### src/rtl/vga_sync_decoder.sv
// vga_sync_decoder
//   Receive-side VGA timing decoder. Registers hsync/vsync/RGB on the pixel
//   clock, measures line period, frame height and both sync pulse widths,
//   locks once consecutive frames agree, and while locked emits per-pixel
//   x/y coordinates with a valid strobe for the active window.
// Ports
//   dclk        pixel clock (only clock)
//   clr         synchronous active-high reset
//   hsync_in    horizontal sync, active low
//   vsync_in    vertical sync, active low
//   red_in      red pixel data [2:0]
//   green_in    green pixel data [2:0]
//   blue_in     blue pixel data [1:0]
//   pix_valid   active-window pixel strobe (locked only)
//   pix_x       hcnt - H_START, held when pix_valid is low
//   pix_y       vcnt - V_START, held when pix_valid is low
//   pix_data    {red,green,blue} of the same sample
//   line_len    last measured hsync period, dclk cycles
//   frame_lines last measured lines per frame
//   hpulse_len  last measured hsync low width, dclk cycles
//   vpulse_len  last measured vsync low width, lines
//   locked      timing locked
//   sync_err    one-cycle pulse on a timing violation while locked
module vga_sync_decoder #(
   parameter int CNT_W       = 10,
   parameter int H_START     = 144,
   parameter int H_ACTIVE    = 640,
   parameter int V_START     = 31,
   parameter int V_ACTIVE    = 480,
   parameter int LOCK_FRAMES = 2
) (
   input  logic             dclk,
   input  logic             clr,
   input  logic             hsync_in,
   input  logic             vsync_in,
   input  logic [2:0]       red_in,
   input  logic [2:0]       green_in,
   input  logic [1:0]       blue_in,
   output logic             pix_valid,
   output logic [CNT_W-1:0] pix_x,
   output logic [CNT_W-1:0] pix_y,
   output logic [7:0]       pix_data,
   output logic [CNT_W-1:0] line_len,
   output logic [CNT_W-1:0] frame_lines,
   output logic [CNT_W-1:0] hpulse_len,
   output logic [CNT_W-1:0] vpulse_len,
   output logic             locked,
   output logic             sync_err
);

   localparam int MW = (LOCK_FRAMES < 1) ? 1 : $clog2(LOCK_FRAMES + 1);
   localparam logic [CNT_W-1:0] CMAX = '1;
   localparam logic [CNT_W-1:0] HS   = CNT_W'(H_START);
   localparam logic [CNT_W-1:0] HE   = CNT_W'(H_START + H_ACTIVE);
   localparam logic [CNT_W-1:0] VS   = CNT_W'(V_START);
   localparam logic [CNT_W-1:0] VE   = CNT_W'(V_START + V_ACTIVE);
   localparam logic [MW-1:0]    LFV  = MW'(LOCK_FRAMES);

   typedef enum logic [1:0] {SEARCH, MEASURE, LOCKED} state_t;
   state_t state;

   logic             s_hsync, s_vsync, s_hsync_d, s_vsync_d;
   logic [7:0]       s_rgb;
   logic [CNT_W-1:0] hcnt, vcnt, vpcnt, ref_line, ref_frame;
   logic             vpend;
   logic [MW-1:0]    mcnt;

   logic             hfall, hrise, vfall, vrise, fstart, hsat, in_win;
   logic [CNT_W-1:0] hcnt_nx, vcnt_nx, line_meas, frame_meas;

   // The counters are advanced combinationally from the stage-1 sample so
   // that hcnt_nx/vcnt_nx describe the sample currently in s_*; the output
   // register then carries that same sample, giving the 2-cycle latency.
   always_comb begin
      hfall      = s_hsync_d & ~s_hsync;
      hrise      = ~s_hsync_d & s_hsync;
      vfall      = s_vsync_d & ~s_vsync;
      vrise      = ~s_vsync_d & s_vsync;
      fstart     = hfall & (vpend | vfall);
      line_meas  = hcnt + CNT_W'(1);
      frame_meas = vcnt + CNT_W'(1);
      hcnt_nx    = hfall ? '0 : ((hcnt == CMAX) ? CMAX : line_meas);
      vcnt_nx    = vcnt;
      if (fstart)
         vcnt_nx = '0;
      else if (hfall)
         vcnt_nx = (vcnt == CMAX) ? CMAX : frame_meas;
      hsat       = (hcnt_nx == CMAX);
      in_win     = (hcnt_nx >= HS) && (hcnt_nx < HE) &&
                   (vcnt_nx >= VS) && (vcnt_nx < VE);
   end

   always_ff @(posedge dclk) begin
      if (clr) begin
         s_hsync     <= 1'b0;
         s_vsync     <= 1'b0;
         s_hsync_d   <= 1'b0;
         s_vsync_d   <= 1'b0;
         s_rgb       <= '0;
         hcnt        <= '0;
         vcnt        <= '0;
         vpcnt       <= '0;
         vpend       <= 1'b0;
         ref_line    <= '0;
         ref_frame   <= '0;
         mcnt        <= '0;
         state       <= SEARCH;
         pix_valid   <= 1'b0;
         pix_x       <= '0;
         pix_y       <= '0;
         pix_data    <= '0;
         line_len    <= '0;
         frame_lines <= '0;
         hpulse_len  <= '0;
         vpulse_len  <= '0;
         locked      <= 1'b0;
         sync_err    <= 1'b0;
      end else begin
         s_hsync   <= hsync_in;
         s_vsync   <= vsync_in;
         s_rgb     <= {red_in, green_in, blue_in};
         s_hsync_d <= s_hsync;
         s_vsync_d <= s_vsync;
         hcnt      <= hcnt_nx;
         vcnt      <= vcnt_nx;

         if (hfall) line_len   <= line_meas;
         if (hrise) hpulse_len <= line_meas;

         if (fstart) begin
            frame_lines <= frame_meas;
            vpend       <= 1'b0;
         end else if (vfall) begin
            vpend       <= 1'b1;
         end

         // Count hsync falls while vsync is low; a fall coinciding with the
         // vsync fall already counts as the first line of the pulse.
         if (vfall)
            vpcnt <= hfall ? CNT_W'(1) : '0;
         else if (!s_vsync && hfall && vpcnt != CMAX)
            vpcnt <= vpcnt + CNT_W'(1);
         if (vrise) vpulse_len <= vpcnt;

         pix_valid <= (state == LOCKED) && in_win;
         pix_data  <= s_rgb;
         if ((state == LOCKED) && in_win) begin
            pix_x <= hcnt_nx - HS;
            pix_y <= vcnt_nx - VS;
         end

         sync_err <= 1'b0;
         case (state)
            SEARCH: begin
               if (fstart) begin
                  state     <= MEASURE;
                  mcnt      <= '0;
                  ref_line  <= line_meas;
                  ref_frame <= frame_meas;
               end
            end
            MEASURE: begin
               if (hsat) begin
                  state <= SEARCH;
               end else if (fstart) begin
                  ref_line  <= line_meas;
                  ref_frame <= frame_meas;
                  if (line_meas == ref_line && frame_meas == ref_frame) begin
                     mcnt <= mcnt + MW'(1);
                     if (mcnt + MW'(1) == LFV) begin
                        state  <= LOCKED;
                        locked <= 1'b1;
                     end
                  end else begin
                     mcnt <= '0;
                  end
               end
            end
            LOCKED: begin
               if (hsat || (hfall && line_meas != line_len) ||
                   (fstart && frame_meas != frame_lines)) begin
                  sync_err <= 1'b1;
                  locked   <= 1'b0;
                  state    <= SEARCH;
               end
            end
            default: begin
               state  <= SEARCH;
               locked <= 1'b0;
            end
         endcase
      end
   end

endmodule

### config.mk
export PLATFORM = sky130hd
export DESIGN_NAME = vga_sync_decoder
export DESIGN_NICKNAME = d
export VERILOG_FILES = /design/src/rtl/vga_sync_decoder.sv
export SDC_FILE = /design/constraint.sdc
export NUM_CORES = 1
export LEC_CHECK = 0
export ABC_AREA = 0
export CAP_MARGIN = 0
export CORE_AREA = 4 4 135 137
export CTS_CLUSTER_SIZE = 12
export DETAILED_ROUTE_END_ITERATION = 6
export DIE_AREA = 0 0 139 141
export PLACE_DENSITY = 0.73
export SETUP_SLACK_MARGIN = 0.05
export SYNTH_ARGS = -nofsm -noshare
export SYNTH_HDL_FRONTEND = slang
export SYNTH_SLANG_ARGS = --single-unit
### constraint.sdc
create_clock -name dclk -period 3.2 [get_ports dclk]
set_input_delay 0.32 -clock dclk [delete_from_list [all_inputs] [get_ports dclk]]
set_output_delay 0.32 -clock dclk [all_outputs]
set_load 0.02 [all_outputs]
# After elaboration in Yosys (flattened, before gate mapping)
# Index checks and enable logic that the tools add are counted.
dict set report op_classes {
  bitwise_logic 12
  n_lt_le_gt_ge 4
  n_reduce_logical 21
  n_eq_ne 20
  add_sub_neg 6
  n_mux 33
}
# cell n
set op_table {}
lappend op_table {{10-bit two-way mux} 11}
lappend op_table {{10-bit one-hot mux with 2 select lines} 2}
lappend op_table {{10-bit by 1-bit adder with 10-bit output (second input constant)} 3}
lappend op_table {{10-bit equality test (second input constant)} 3}
lappend op_table {{10-bit equality test} 2}
lappend op_table {{2-bit two-way mux} 10}
lappend op_table {{10-bit inequality test} 2}
lappend op_table {{10-bit by 5-bit >= comparator with 1-bit output (second input constant)} 1}
lappend op_table {{10-bit by 8-bit >= comparator with 1-bit output (second input constant)} 1}
lappend op_table {{10-bit less-than comparator (second input constant)} 1}
lappend op_table {{10-bit by 9-bit less-than comparator with 1-bit output (second input constant)} 1}
lappend op_table {{10-bit inequality test (second input constant)} 1}
lappend op_table {{2-bit inequality test (second input constant)} 5}
lappend op_table {{10-bit by 5-bit subtractor with 10-bit output (second input constant)} 1}
lappend op_table {{10-bit by 8-bit subtractor with 10-bit output (second input constant)} 1}
lappend op_table {{1-bit logical AND} 9}
lappend op_table {{3-bit inequality test (second input constant)} 3}
lappend op_table {{1-bit two-way mux} 7}
lappend op_table {{1-bit NOT} 6}
lappend op_table {{2-bit one-hot mux with 3 select lines} 1}
lappend op_table {{6-bit AND reduction} 1}
lappend op_table {{1-bit bitwise AND} 5}
lappend op_table {{5-bit AND reduction} 1}
lappend op_table {{2-bit equality test (second input constant)} 2}
lappend op_table {{other kinds (13)} 16}
dict set report word_totals {
  reg_bits 138
}

# Depth between registers and ports, before layout
dict set report depth {
  word_depth 9
  mapped_depth 16
  ltp_nobuf 14
}

# Least setup slack after synthesis
# Ideal clock, no wire load.
dict set report synth_timing {
  path_kind {reg2reg}
  start {register hcnt[8]}
  end {register pix_x[5]}
  period_less_slack_ns 3.278
  setup_slack_ns -0.078
  arrival_time_ns 3.150
  path_stages_with_launch 17
  cell_sequence {dfxtp_1 > clkbuf_1 > nand4_1 > or3_1 > clkbuf_1 > nand2_1 > nand2_1 > inv_1 > ha_1 > and3_1 > a31oi_1 > a311oi_1 > nor3b_1 > nor4b_4 > buf_6 > mux2i_1 > nor2_1}
}
dict set report synth_via {
  elab_chain_cells 8
  elab_cells_between_ends 11
}
# element line_no
set synth_rtl {}
lappend synth_rtl {{from (decl)} 64} ;# logic [CNT_W-1:0] hcnt, vcnt, vpcnt, ref_line, ref_frame;
lappend synth_rtl {{from (signal assigned)} 124} ;# hcnt <= hcnt_nx;
lappend synth_rtl {{10-bit equality test (*)} 82} ;# hcnt_nx = hfall ? '0 : ((hcnt == CMAX) ? CMAX : line_meas);
lappend synth_rtl {{10-bit two-way mux (*) (2 in a row)} 82}
lappend synth_rtl {{via hcnt_nx[4]} 69} ;# logic [CNT_W-1:0] hcnt_nx, vcnt_nx, line_meas, frame_meas;
lappend synth_rtl {{10-bit by 8-bit >= comparator with 1-bit output / 10-bit less-than comparator (equally long branches)} 89} ;# in_win = (hcnt_nx >= HS) && (hcnt_nx < HE) &&
lappend synth_rtl {{1-bit logical AND (2 in a row)} 89}
lappend synth_rtl {{1-bit logical AND} 90} ;# (vcnt_nx >= VS) && (vcnt_nx < VE);
lappend synth_rtl {{1-bit logical AND} 147} ;# if ((state == LOCKED) && in_win) begin
lappend synth_rtl {{to (signal assigned)} 148} ;# pix_x <= hcnt_nx - HS;
lappend synth_rtl {{to (decl)} 40} ;# output logic [CNT_W-1:0] pix_x,
# The timed path passes the listed nets; every way through them passes the cells marked *.
# A chain may end at the register's enable or synchronous reset.

# Worst setup path after layout
dict set report layout_timing {
  start {register hcnt[0]}
  end {register pix_x[8]}
}
dict set report layout_via {
  elab_chain_cells 8
  elab_cells_between_ends 11
}
# element line_no
set layout_rtl {}
lappend layout_rtl {{10-bit by 1-bit adder with 10-bit output / 10-bit equality test (equally long branches)} {80, 82}}
lappend layout_rtl {{10-bit two-way mux (*) (2 in a row)} 82}
lappend layout_rtl {{10-bit by 8-bit >= comparator with 1-bit output / 10-bit less-than comparator (equally long branches)} 89}
lappend layout_rtl {{1-bit logical AND (2 in a row)} 89}
lappend layout_rtl {{1-bit logical AND} 90}
lappend layout_rtl {{1-bit logical AND} 147}
# Every way passes the cells marked *; elsewhere a longest branch is shown, timed or not.

==> results.sh <==
export IMPL_rows=48
export IMPL_power_density_nw_per_um2=466
export IMPL_place_gp_congestion=0.903
export IMPL_syn_area_per_cell_um2=8.66
export IMPL_fin_crit_sh=0.968
export IMPL_routed_wl_um=18400
export IMPL_cp_end_kind="flip-flop"
export IMPL_max_freq_ghz=0.323
export IMPL_hp_class="in -> reg"
export IMPL_first_global_vias=5687
export IMPL_yosys_warnings=0
export IMPL_root_buffer="clkbuf_16"
export IMPL_layout_nets=903
export IMPL_synthArstFlopShare=0
export IMPL_netlist_top_cells_area="dfxtp_1 41%, nor2_1 5.6%, a211oi_1 5.4%"
export IMPL_status="complete, no violations"
export IMPL_layout_commonest_cell="dfxtp_1"
export IMPL_yosysTopAreaCell="dfxtp_1"
export IMPL_grt_usage=0.184
export IMPL_mostFrequentLayoutCells="136 x dfxtp_1, 100 x nor2_1, 81 x clkdlybuf4s50_1"
export IMPL_r2r_slack_ns=0.10
export IMPL_critical_path_class="reg -> reg"
export IMPL_drt_iter0_drc=518
export IMPL_slew_headroom=0.495
export IMPL_finClkSkew_ns=0.00825
export IMPL_design_area_um2=8910
export IMPL_ioPinCount=83
export IMPL_dr_pass1_iters=5
export IMPL_synth_nets=800
export IMPL_die_h_um=141
export IMPL_viasPerCell=5.43
export IMPL_synthesis_area_um2=6750
export IMPL_start_util=0.396
export IMPL_synth_top_area_share=0.409
export IMPL_h_tree_depth=4
export IMPL_final_util=0.523
export IMPL_ant_nets=0
export IMPL_grt_overflow=0
export IMPL_cts_sinks=138
export IMPL_grt_pass1_wl_um=29200
export IMPL_drc=0
export IMPL_fin_crit_ns=3.10
export IMPL_drive_above_1_share=0.170
export IMPL_synth_edf_count=0
export IMPL_hold_violations=0
export IMPL_clkTransAtPathRegs_ns=0.06
export IMPL_dieArea_um2=19600
export IMPL_cts_tree="done"
export IMPL_ys_seq_elements=138
export IMPL_hpwlAfterDp_um=12700
export IMPL_routedWlPerCell_um=16.4
export IMPL_cap_violations=0
export IMPL_ys_types=72
export IMPL_rsz0062_at_grt="yes"
export IMPL_cp_max_fo=17
export IMPL_ys_flop_type="dfxtp_1"
export IMPL_die_x_um=139
export IMPL_clkLatencyLatePin_ns=0.43
export IMPL_startpoint_type="flip-flop"
export IMPL_p_leak_nw=3.14
export IMPL_r2r_start="hcnt[0]"
export IMPL_worstMarginPinSlew_ns=0.755
export IMPL_antenna_found_initial=0
export IMPL_vdd_ir_drop_worst_mv=0.402
export IMPL_grt_max_degree=43
export IMPL_critical_path_arrival_ns=3.43
export IMPL_cts_max_path_buffers=2
export IMPL_route_vias_total=6084
export IMPL_syn_to_final_growth_pct=32.0
export IMPL_finalSetupViolations=0
export IMPL_crit_start="hcnt[0]"
export IMPL_required_ns=3.53
export IMPL_report_final_slew_viol_count=0
export IMPL_cts_buffers=17
export IMPL_portBuffers=82
export IMPL_synth_cells=780
export IMPL_yosysSeqAreaShare=0.409
export IMPL_antenna_cells=0
export IMPL_place_area_um2=8060
export IMPL_core_area_um2=17100
export IMPL_hp_start="clr"
export IMPL_hold_buffers=0
layout make-up:
class,instances,area [µm²]
Clock inverter,13,181
Inverter,18,70.1
Clock buffer,19,453
Tap cell,225,282
Timing Repair Buffer,144,1350
Sequential cell,138,2770
Multi-Input combinational cell,564,3810
Fill cell,1563,8140
sequential cells by signal, indices dropped and copies added, names as in the netlist, 8 cells and up:
register and cells:
frame_lines 10, hcnt 10, hpulse_len 10, line_len 10, pix_x 10, pix_y 10, ref_frame 10, ref_line 10
vcnt 10, vpcnt 10, vpulse_len 10, pix_data 8, s_rgb 8
synth_stat cells, types with 3 or more instances:
library cell,number
xnor2_1,39
nand4_2,3
nor3_1,17
o21ai_0,27
o31ai_1,5
nand4_1,15
inv_1,18
a31oi_1,5
buf_4,5
xor2_1,20
ha_1,8
xnor3_1,5
buf_1,9
or3_1,7
and3_1,7
clkbuf_1,27
a21oi_1,44
a211oi_1,49
nor3b_1,4
nand3_1,24
a211oi_2,8
nor2b_1,31
buf_2,17
nand2_1,52
nor2_2,7
nand2b_1,13
mux2i_1,9
nor2_1,101
nor4_1,6
and2_1,3
dfxtp_1,138
and4_1,4
metrics by stage:
step	setup slack, ns	setup TNS (ns)	hold slack [ns]	power (W)	instances
floorplan	0.0502	0	0.414	0.00199	780
global placement	0.214	0	0.415	0.00210	1081
detailed placement	0.128	0	0.425	0.00210	1081
CTS	0.0904	0	0.318	0.00419	1113
global route	-0.0625	-0.213	0.336	0.00429	1121
finish	0.101	0	0.333	0.00415	1121
layer usage:
metal	share of wire	track usage	up-vias	routed length, µm
li1	-	-	2952	-
met1	0.44	0.244	2859	8110
met2	0.46	0.289	229	8460
met3	0.073	0.0465	44	1350
met4	0.026	0.0705	0	485
met5	0	0	-	0
worst max-delay path, cell delays in order (launching register included):
cell,delay (ns)
dfxtp_4,0.36
ha_4,0.12
nand4_1,0.10
or3_4,0.42
buf_4,0.16
nand2_1,0.07
nand2_2,0.09
ha_1,0.21
and3_4,0.17
a31oi_2,0.16
a311oi_2,0.15
nor3b_2,0.32
nor4b_4,0.08
buf_4,0.16
clkbuf_16,0.17
a311oi_1,0.25
report_power, final:
group / internal (W) / switching [W]
sequential: 0.00176 / 0.0000278
combinational: 0.000125 / 0.000160
clock: 0.00129 / 0.000795
final timing paths:
kind / cells after the start / end
setup / recovery: 15 / pix_x[8]
hold / removal: 2 / s_vsync
setup reg to reg: 15 / pix_x[8]
hold reg to reg: 1 / pix_data[3]
logic make-up after synthesis:
logic type / Yosys count / synth area share
AND/OR/NAND/NOR: 309 / 0.236
AO/OA/AOI/OAI: 172 / 0.178
flip-flops: 138 / 0.409
buffers and inverters: 78 / 0.0515
XOR/XNOR: 65 / 0.0956
multiplexers: 10 / 0.0150
adder cells (fa/ha/maj): 8 / 0.0148
timing repair:
| action | CTS | global route |
|---|---|---|
| setup buffers | 0 | 5 |
| gates resized for setup | 0 | 24 |
| setup endpoints to repair | 0 | 22 |
Note: power is estimated with default switching activity, not from simulation.
